`src/rtl/wshbn_uart.sv`:
```
// Wishbone classic slave UART: 8N1 transmitter behind a TX FIFO, receiver with one-byte holding register.
// Define UART_PARITY_EN to add a parity bit (CTRL[2]: 1=odd, 0=even) to both directions.
module wshbn_uart #(
  parameter int CLKS_PER_BIT = 434,
  parameter int TX_DEPTH     = 8
) (
  input  logic        CLK_I,
  input  logic        RST_I,
  input  logic [3:0]  ADR_I,
  input  logic [31:0] DAT_I,
  output logic [31:0] DAT_O,
  input  logic        WE_I,
  input  logic        STB_I,
  input  logic        CYC_I,
  output logic        ACK_O,
  input  logic        uart_rx,
  output logic        uart_tx,
  output logic        uart_full,
  output logic        uart_empty,
  output logic        interrupt
);
  localparam int AW = (TX_DEPTH > 2) ? $clog2(TX_DEPTH) : 1;
  localparam int CW = $clog2(TX_DEPTH + 1);

  typedef enum logic [2:0] {S_IDLE, S_START, S_DATA, S_PAR, S_STOP} state_t;

  logic        ack_q, irq_q, rx_valid_q, ovr_q, ferr_q, tovf_q, perr_q;
  logic [31:0] dat_q, rdata, status;
  logic [2:0]  ctrl_q;
  logic [15:0] div_q;
  logic [7:0]  rx_byte_q;
  logic [7:0]  tx_mem [TX_DEPTH];
  logic [AW-1:0] wr_ptr_q, rd_ptr_q;
  logic [CW-1:0] cnt_q;
  state_t      tx_state_q, rx_state_q;
  logic [15:0] tx_cnt_q, tx_div_q, rx_cnt_q, rx_div_q;
  logic [2:0]  tx_bit_q, rx_bit_q;
  logic [7:0]  tx_shift_q, rx_shift_q;
  logic        tx_q, rx_s1_q, rx_s2_q, rx_prev_q;
`ifdef UART_PARITY_EN
  logic        tx_par_q, rx_perr_q;
`endif

  logic       accept, wr, rd, push, pop, fifo_full, fifo_empty, tx_done_idle, rx_pop, rx_done;
  logic [1:0] sel;
  logic       unused_bits;

  assign accept       = CYC_I & STB_I & ~ack_q;
  assign wr           = accept & WE_I;
  assign rd           = accept & ~WE_I;
  assign sel          = ADR_I[3:2];
  assign fifo_full    = (cnt_q == CW'(TX_DEPTH));
  assign fifo_empty   = (cnt_q == '0);
  assign push         = wr & (sel == 2'd0) & ~fifo_full;
  assign pop          = (tx_state_q == S_IDLE) & ~fifo_empty;
  assign tx_done_idle = fifo_empty & (tx_state_q == S_IDLE);
  assign rx_pop       = rd & (sel == 2'd0) & rx_valid_q;
  assign rx_done      = (rx_state_q == S_STOP) && (rx_cnt_q == rx_div_q - 16'd1);
  assign unused_bits  = ^{DAT_I[31:16], ADR_I[1:0]};

  assign DAT_O      = dat_q;
  assign ACK_O      = ack_q;
  assign uart_tx    = tx_q;
  assign uart_full  = fifo_full;
  assign uart_empty = tx_done_idle;
  assign interrupt  = irq_q;

  always_comb begin
    status       = '0;
    status[0]    = rx_valid_q;
    status[1]    = fifo_full;
    status[2]    = tx_done_idle;
    status[3]    = ovr_q;
    status[4]    = ferr_q;
    status[5]    = tovf_q;
    status[6]    = perr_q;
    status[11:8] = 4'(cnt_q);
    case (sel)
      2'd0:    rdata = {24'b0, rx_valid_q ? rx_byte_q : 8'h00};
      2'd1:    rdata = status;
      2'd2:    rdata = {29'b0, ctrl_q};
      default: rdata = {16'b0, div_q};
    endcase
  end

  // Bus registers and sticky flags; receiver completion takes priority over W1C on the same edge.
  always_ff @(posedge CLK_I) begin
    if (RST_I) begin
      ack_q <= 1'b0; dat_q <= '0; irq_q <= 1'b0; ctrl_q <= '0; div_q <= 16'(CLKS_PER_BIT);
      rx_valid_q <= 1'b0; rx_byte_q <= '0;
      ovr_q <= 1'b0; ferr_q <= 1'b0; tovf_q <= 1'b0; perr_q <= 1'b0;
    end else begin
      ack_q <= accept;
      dat_q <= rd ? rdata : '0;
      irq_q <= (ctrl_q[0] & rx_valid_q) | (ctrl_q[1] & tx_done_idle);
      if (wr) begin
        case (sel)
          2'd0: if (fifo_full) tovf_q <= 1'b1;
          2'd1: begin
            if (DAT_I[3]) ovr_q  <= 1'b0;
            if (DAT_I[4]) ferr_q <= 1'b0;
            if (DAT_I[5]) tovf_q <= 1'b0;
            if (DAT_I[6]) perr_q <= 1'b0;
          end
`ifdef UART_PARITY_EN
          2'd2: ctrl_q <= DAT_I[2:0];
`else
          2'd2: ctrl_q <= {1'b0, DAT_I[1:0]};
`endif
          default: div_q <= (DAT_I[15:0] < 16'd4) ? 16'd4 : DAT_I[15:0];
        endcase
      end
      if (rx_pop) rx_valid_q <= 1'b0;
      if (rx_done) begin
        if (rx_valid_q & ~rx_pop) begin
          ovr_q <= 1'b1;
        end else begin
          rx_byte_q  <= rx_shift_q;
          rx_valid_q <= 1'b1;
          if (!rx_s2_q) ferr_q <= 1'b1;
`ifdef UART_PARITY_EN
          if (rx_perr_q) perr_q <= 1'b1;
`endif
        end
      end
    end
  end

  always_ff @(posedge CLK_I) begin
    if (push) tx_mem[wr_ptr_q] <= DAT_I[7:0];
  end

  always_ff @(posedge CLK_I) begin
    if (RST_I) begin
      wr_ptr_q <= '0; rd_ptr_q <= '0; cnt_q <= '0;
    end else begin
      if (push) wr_ptr_q <= wr_ptr_q + AW'(1);
      if (pop)  rd_ptr_q <= rd_ptr_q + AW'(1);
      if (push & ~pop)      cnt_q <= cnt_q + CW'(1);
      else if (pop & ~push) cnt_q <= cnt_q - CW'(1);
    end
  end

  always_ff @(posedge CLK_I) begin
    if (RST_I) begin
      tx_state_q <= S_IDLE; tx_q <= 1'b1; tx_cnt_q <= '0; tx_div_q <= '0;
      tx_bit_q <= '0; tx_shift_q <= '0;
`ifdef UART_PARITY_EN
      tx_par_q <= 1'b0;
`endif
    end else begin
      case (tx_state_q)
        S_IDLE: begin
          tx_q <= 1'b1;
          if (pop) begin
            tx_shift_q <= tx_mem[rd_ptr_q];
`ifdef UART_PARITY_EN
            tx_par_q   <= ^tx_mem[rd_ptr_q] ^ ctrl_q[2];
`endif
            tx_div_q   <= div_q;
            tx_cnt_q   <= '0;
            tx_q       <= 1'b0;
            tx_state_q <= S_START;
          end
        end
        S_START: if (tx_cnt_q == tx_div_q - 16'd1) begin
          tx_cnt_q <= '0; tx_bit_q <= '0; tx_q <= tx_shift_q[0]; tx_state_q <= S_DATA;
        end else tx_cnt_q <= tx_cnt_q + 16'd1;
        S_DATA: if (tx_cnt_q == tx_div_q - 16'd1) begin
          tx_cnt_q <= '0;
          if (tx_bit_q == 3'd7) begin
`ifdef UART_PARITY_EN
            tx_q <= tx_par_q; tx_state_q <= S_PAR;
`else
            tx_q <= 1'b1; tx_state_q <= S_STOP;
`endif
          end else begin
            tx_bit_q <= tx_bit_q + 3'd1; tx_shift_q <= tx_shift_q >> 1; tx_q <= tx_shift_q[1];
          end
        end else tx_cnt_q <= tx_cnt_q + 16'd1;
        S_PAR: if (tx_cnt_q == tx_div_q - 16'd1) begin
          tx_cnt_q <= '0; tx_q <= 1'b1; tx_state_q <= S_STOP;
        end else tx_cnt_q <= tx_cnt_q + 16'd1;
        S_STOP: if (tx_cnt_q == tx_div_q - 16'd1) begin
          tx_cnt_q <= '0; tx_q <= 1'b1; tx_state_q <= S_IDLE;
        end else tx_cnt_q <= tx_cnt_q + 16'd1;
        default: begin tx_state_q <= S_IDLE; tx_q <= 1'b1; end
      endcase
    end
  end

  // Start bit is re-checked half a bit after the falling edge, so later samples land mid-bit.
  always_ff @(posedge CLK_I) begin
    if (RST_I) begin
      rx_s1_q <= 1'b1; rx_s2_q <= 1'b1; rx_prev_q <= 1'b1;
      rx_state_q <= S_IDLE; rx_cnt_q <= '0; rx_div_q <= '0; rx_bit_q <= '0; rx_shift_q <= '0;
`ifdef UART_PARITY_EN
      rx_perr_q <= 1'b0;
`endif
    end else begin
      rx_s1_q   <= uart_rx;
      rx_s2_q   <= rx_s1_q;
      rx_prev_q <= rx_s2_q;
      case (rx_state_q)
        S_IDLE: if (rx_prev_q & ~rx_s2_q) begin
          rx_div_q <= div_q; rx_cnt_q <= '0; rx_state_q <= S_START;
`ifdef UART_PARITY_EN
          rx_perr_q <= 1'b0;
`endif
        end
        S_START: if (rx_cnt_q == {1'b0, rx_div_q[15:1]}) begin
          rx_cnt_q <= '0; rx_bit_q <= '0;
          rx_state_q <= rx_s2_q ? S_IDLE : S_DATA;
        end else rx_cnt_q <= rx_cnt_q + 16'd1;
        S_DATA: if (rx_cnt_q == rx_div_q - 16'd1) begin
          rx_cnt_q   <= '0;
          rx_shift_q <= {rx_s2_q, rx_shift_q[7:1]};
          rx_bit_q   <= rx_bit_q + 3'd1;
`ifdef UART_PARITY_EN
          if (rx_bit_q == 3'd7) rx_state_q <= S_PAR;
`else
          if (rx_bit_q == 3'd7) rx_state_q <= S_STOP;
`endif
        end else rx_cnt_q <= rx_cnt_q + 16'd1;
        S_PAR: if (rx_cnt_q == rx_div_q - 16'd1) begin
          rx_cnt_q <= '0; rx_state_q <= S_STOP;
`ifdef UART_PARITY_EN
          rx_perr_q <= rx_s2_q ^ (^rx_shift_q) ^ ctrl_q[2];
`endif
        end else rx_cnt_q <= rx_cnt_q + 16'd1;
        S_STOP: if (rx_done) begin
          rx_cnt_q <= '0; rx_state_q <= S_IDLE;
        end else rx_cnt_q <= rx_cnt_q + 16'd1;
        default: rx_state_q <= S_IDLE;
      endcase
    end
  end
endmodule
```
`config.mk`:
```
export PLATFORM = sky130hd
export DESIGN_NAME = wshbn_uart
export DESIGN_NICKNAME = d
export VERILOG_FILES = /design/src/rtl/wshbn_uart.sv
export SDC_FILE = /design/constraint.sdc
export NUM_CORES = 1
export LEC_CHECK = 0
export ABC_CLOCK_PERIOD_IN_PS = 9300
export CAP_MARGIN = 20
export CORE_MARGIN = 2
export CORE_UTILIZATION = 45
export DETAILED_ROUTE_END_ITERATION = 6
export PLACE_DENSITY = 0.74
export SLEW_MARGIN = 20
export SYNTH_ARGS = -nofsm -noshare
export SYNTH_HDL_FRONTEND = slang
export SYNTH_SLANG_ARGS = --single-unit
export TNS_END_PERCENT = 20
```
`constraint.sdc`:
```
create_clock -name CLK_I -period 9.3 [get_ports CLK_I]
set_clock_uncertainty 0.05 [all_clocks]
set_input_delay 0.93 -clock CLK_I [delete_from_list [all_inputs] [get_ports CLK_I]]
set_output_delay 0.93 -clock CLK_I [all_outputs]
set_load 0.05 [all_outputs]
```
==> results of run 1 <==
==> synthesized netlist by cell type (all sizes together), types with 6 or more instances <==
master / n
dfxtp: 157
nand2: 145
nor2: 104
a21oi: 78
edfxtp: 64
clkbuf: 55
xnor2: 50
mux2i: 42
nor3: 38
buf: 32
xor2: 28
nand3: 25
o21ai: 24
mux4: 16
nand4: 14
nor4: 14
ha: 13
inv: 13
nand2b: 13
and3: 11
or2: 10
or3: 10
nor3b: 9
a31oi: 8
nand3b: 8
mux2: 7
nor2b: 6
==> through the flow <==
stage                     instances  setup WS, ns  hold slack (ns)  util [%]
after floorplan                1083         4.960           0.3395         -
after global placement         1331         5.403           0.3418     47.99
after detailed placement       1331         5.317           0.3674     47.99
after CTS                      1375         5.486           0.3811     51.37
after global routing           1375         5.276           0.3900     51.40
final                          1375         5.596           0.3762     51.40
==> final timing paths <==
path,startpoint,endpoint,slack (ns)
max reg2reg,tx_div_q[0],tx_cnt_q[13],5.60
min,rx_s1_q,rx_s2_q,0.38
min reg2reg,rx_s1_q,rx_s2_q,0.38
max,cnt_q[0],uart_empty,5.60
==> per-layer routing <==
metal | wire (um) | GRT usage (%) | up-vias
met2 | 10340 | 29.77 | 184
met3 | 1045 | 2.278 | 21
met5 | 0 | 0 | -
met1 | 10120 | 24.99 | 3641
li1 | - | - | 3744
met4 | 272 | 3.932 | 0
==> worst register-to-register path: cells and delay by family (launching register included) <==
kind	cells	cell delay [ns]
AND/OR/NAND/NOR	5	1.56
adder cells (fa/ha/maj)	2	0.89
AO/OA/AOI/OAI	1	0.45
flip-flops	1	0.40
XOR/XNOR	1	0.13
buffers and inverters	1	0.06
==> registers in the layout, summed over array words and instances (netlist names), 4 cells and up, named ones only <==
name,flops
tx_mem,64
DAT_O,16
div_q,16
rx_cnt_q,16
rx_div_q,16
tx_cnt_q,16
tx_div_q,16
rx_byte_q,8
rx_shift_q,8
tx_shift_q,8
cnt_q,4
==> where the power goes <==
part           leakage [nW]  internal (mW)  switching [mW]
Clock                 0.375          0.528           0.382
Combinational          1.88          0.267           0.365
Sequential             1.85           1.05          0.0776
Total                  4.10           1.84           0.824
==> area by class of cell <==
class,instances,share of cell area (%)
multi-input cells,761,42.07
clock inverters,13,0.9166
well taps,285,3.073
inverters,14,0.4529
clock buffers,31,5.662
flip-flops and latches,221,43.66
repair buffers,50,4.163
==> logic make-up after synthesis <==
| family | count (synthesis) | share of synthesized area [%] |
|---|---|---|
| adder cells (fa/ha/maj) | 15 | 1.862 |
| AND/OR/NAND/NOR | 422 | 19.81 |
| other | 1 | 0.03625 |
| multiplexers | 65 | 8.308 |
| flip-flops | 221 | 48.95 |
| XOR/XNOR | 78 | 6.603 |
| AO/OA/AOI/OAI | 165 | 9.905 |
| buffers and inverters | 101 | 4.523 |
==> results.cfg, run 1 <==
[clocking]
clk_path_buf_depth = 3
clk_pin_slew_ns = 0.06
hold_buffers = 0
clock-sinks = 221
numCtsBuffers = 24
post_cts_buffers = 0
htreeDepth = 1
root_buffer = clkbuf_16
cts_tree = yes
clk_latency_ns = 0.52
ctsResizeCount = 0

[place]
place_hpwl_um = 14730
placed_area_um2 = 10830
gp_congestion = 0.8164
portBuffers = 44

[sta]
setup_viol = 0
slew_headroom_pct = 31.79
min_period_ns = 3.704
finalCritPeriodShare_pct = 39.83
worst_pin_slew_ns = 1.021
fin_tns_setup_ns = 0
maxSlewViolCount = 0
hold_violations = 0
rsz0062_at_grt = no
fmax_ghz = 0.2700

[worst_setup_path]
rr_worst_depth = 10
crit_type = flop to output pin
crit_arrival_ns = 2.72
slowest_stage = clkdlybuf4s50_1
cpPeakStageDelay_ns = 0.82
critPathTopFamily = buffers and inverters
cp-start-kind = flop
crit_fanout = 6
worst-path-buf-inv = 2
path_cells = nor4_1, nor3b_1, buf_4, clkdlybuf4s50_1
cp_num_cells = 4
end_kind = output pin
required_ns = 8.32

[logic_synthesis]
synth-edff-count = 64
synthCells = 1068
synth_area_um2 = 10350
synth_largest_area_cell = dfxtp_1
netlist_top_cells_area = dfxtp_1 30%, edfxtp_1 19%, nand2_1 5.3%
synth_ff_type = dfxtp_1
ys_types = 78
ys_ff_latch = 221
synth_top_area_share_pct = 30.38
yosys_warnings = 0
ys_async_sr_fraction_pct = 0
syn_avg_cell_area_um2 = 9.687
ys_seq_area_share_pct = 48.95

[routing]
antenna_left = 0
drt_iter0_drc = 545
wirelength_um = 21770
vias_per_cell = 5.520
drt_pass1_iterations = 5
dr_total_vias = 7590
drcViolationCount = 0
wl_per_cell_um = 15.83

[grt]
antenna_found_initial = 0
grt_first_pass_wirelength_um = 35650
grt_max_degree = 86
grt_overflow = 0
grt_pass1_vias = 7082
grt_usage_pct = 17.86

[power]
power_mw = 2.664
power_density_nw_per_um2 = 229.6
p_leak_nw = 4.104
ir_drop_uv = 159.9

[layout]
fin_nets = 1128
layout_commonest_cell = dfxtp_1
multiInputGateArea_um2 = 4881
final_cell_mix = 156 x dfxtp_1, 145 x nand2_1, 103 x nor2_1
diodes = 0
register_area_um2 = 5066
syn_to_final_growth_pct = 12.14
fill_cells = 2024
fin_area_um2 = 11600
drive_gt1_share_pct = 8.165

[die]
coreArea_um2 = 22570
fp.dieW_um = 155.6
initial_utilization_pct = 45.84
dieArea_um2 = 24220
io_pins = 79
rows = 55
die_h_um = 155.6

[outcome]
status = complete, no violations

[run]
drv_cap = 0

[worst_hold_path]
worstHoldPathCells = 1
hold_path.class = flop to flop
Power figures use the tool's default switching activity.
==> inputs of run 2 (changes only) <==
Settings changed: ABC_CLOCK_PERIOD_IN_PS 9300 to 3550.
Clock period 9.3 ns to 3.55 ns, I/O delays scaled along.
==> results.cfg, run 2 (same netlist as run 1, synthesis figures left out) <==
[grt]
grt_first_pass_wirelength_um = 35810
grt_overflow = 0
grt_usage_pct = 18.03
grt_pass1_vias = 7068
antenna_found_initial = 0
grt_max_degree = 68

[sta]
fin_tns_setup_ns = 0
worst_slack_ns = 0.3684
finalCritPeriodShare_pct = 89.62
rsz0062_at_grt = no
hold_violations = 0
slew_headroom_pct = 37.35
maxSlewViolCount = 0
whs_ns = 0.3196
worst_pin_slew_ns = 0.9325
fmax_ghz = 0.3143
min_period_ns = 3.182
setup_viol = 0

[place]
portBuffers = 44
gp_congestion = 0.8477
place_hpwl_um = 14980
post-place-ws_ns = 0.3835
post-place-cells = 1344
placed_area_um2 = 10930

[worst_setup_path]
cpPeakStageDelay_ns = 0.49
r2r_slack_ns = 0.37
crit_type = flop to flop
regToRegEndpoint = rx_cnt_q[2]
critPathTopFamily = simple AND/OR/NAND/NOR gates
path_cells = inv_1, ha_1, nor3b_2, a31oi_1, a2111oi_2, o311ai_1, nor4_2, o211ai_1, nand3b_2, nor3b_1, a211o_1
worstReg2RegStart = rx_div_q[0]
slowest_stage = nor3b_2
crit_arrival_ns = 3.54
worst-path-buf-inv = 1
crit_fanout = 18
rr_worst_depth = 11
cp_num_cells = 11
cp-start-kind = flop
end_kind = flop
crit_start = rx_div_q[0]
crit_path_end = rx_cnt_q[2]
required_ns = 3.90

[clocking]
numCtsBuffers = 24
clock-sinks = 221
ctsResizeCount = 0
hold_buffers = 0
post_cts_buffers = 0
clk_pin_slew_ns = 0.06
clk_path_buf_depth = 3
clk_latency_ns = 0.52
cts_tree = yes
htreeDepth = 1
root_buffer = clkbuf_16

[die]
rows = 55
io_pins = 79
fp.dieW_um = 155.6
die_h_um = 155.6
dieArea_um2 = 24220
coreArea_um2 = 22570
initial_utilization_pct = 45.84

[layout]
register_area_um2 = 5065
regMostFlops = tx_mem
largest_register_ffs = 64
fill_cells = 1994
final_cells = 1388
final_cell_mix = 157 x dfxtp_1, 145 x nand2_1, 103 x nor2_1
diodes = 0
syn_to_final_growth_pct = 13.36
fin_nets = 1141
fin_area_um2 = 11730
multiInputGateArea_um2 = 4881
final_core_util_pct = 51.96
drive_gt1_share_pct = 9.338
layout_commonest_cell = dfxtp_1

[routing]
dr_total_vias = 7623
drt_pass1_iterations = 6
antenna_left = 0
wirelength_um = 22020
wl_per_cell_um = 15.86
drt_iter0_drc = 586
drcViolationCount = 0
vias_per_cell = 5.492

[worst_hold_path]
hold_path.class = primary input to flop

[power]
p_leak_nw = 4.179
ir_drop_uv = 416.9
power_density_nw_per_um2 = 605.6
power_mw = 7.103

[run]
drv_cap = 0

[outcome]
status = complete, no violations
-- run 2: worst reg2reg max path: stages, from the launching register on --
cell,delay [ns]
dfxtp_1,0.31
inv_1,0.05
ha_1,0.29
nor3b_2,0.49
a31oi_1,0.17
a2111oi_2,0.32
o311ai_1,0.18
nor4_2,0.29
o211ai_1,0.22
nand3b_2,0.34
nor3b_1,0.10
a211o_1,0.27
-- run 2: worst min-delay path by stage --
stage / from / endpoint / cells past startpoint
after floorplan: rx_s1_q / rx_s2_q / 1
after global placement: rx_s1_q / rx_s2_q / 1
after detailed placement: rx_s1_q / rx_s2_q / 1
after CTS: RST_I / rx_byte_q[6] / 2
after global routing: RST_I / rx_byte_q[6] / 2
final: RST_I / rx_byte_q[6] / 2
-- run 2: layout make-up --
class / count / share of cell area, %
well taps: 285 / 3.040
clock buffers: 31 / 5.782
flip-flops and latches: 221 / 43.18
clock inverters: 13 / 1.003
inverters: 14 / 0.4480
repair buffers: 63 / 4.929
multi-input cells: 761 / 41.62
-- run 2: metal layers --
metal | global-route usage, % | share of wire (%) | wire, um
met1 | 25.28 | 46 | 10050
met2 | 29.31 | 47 | 10260
met3 | 2.833 | 5.9 | 1300
met4 | 4.587 | 1.8 | 405
met5 | 0 | 0 | 0
-- run 2: power breakdown --
part           internal (mW)  leakage (nW)  switching (mW)
combinational          0.723          1.95           0.968
clock                   1.49         0.385           0.989
sequential              2.74          1.85           0.197
==> inputs of run 3 (changes only) <==
Settings changed: SLEW_MARGIN 20 to default.
==> results of run 3 <==
Same layout as run 2: the final DEF is identical, and so are final timing and power.
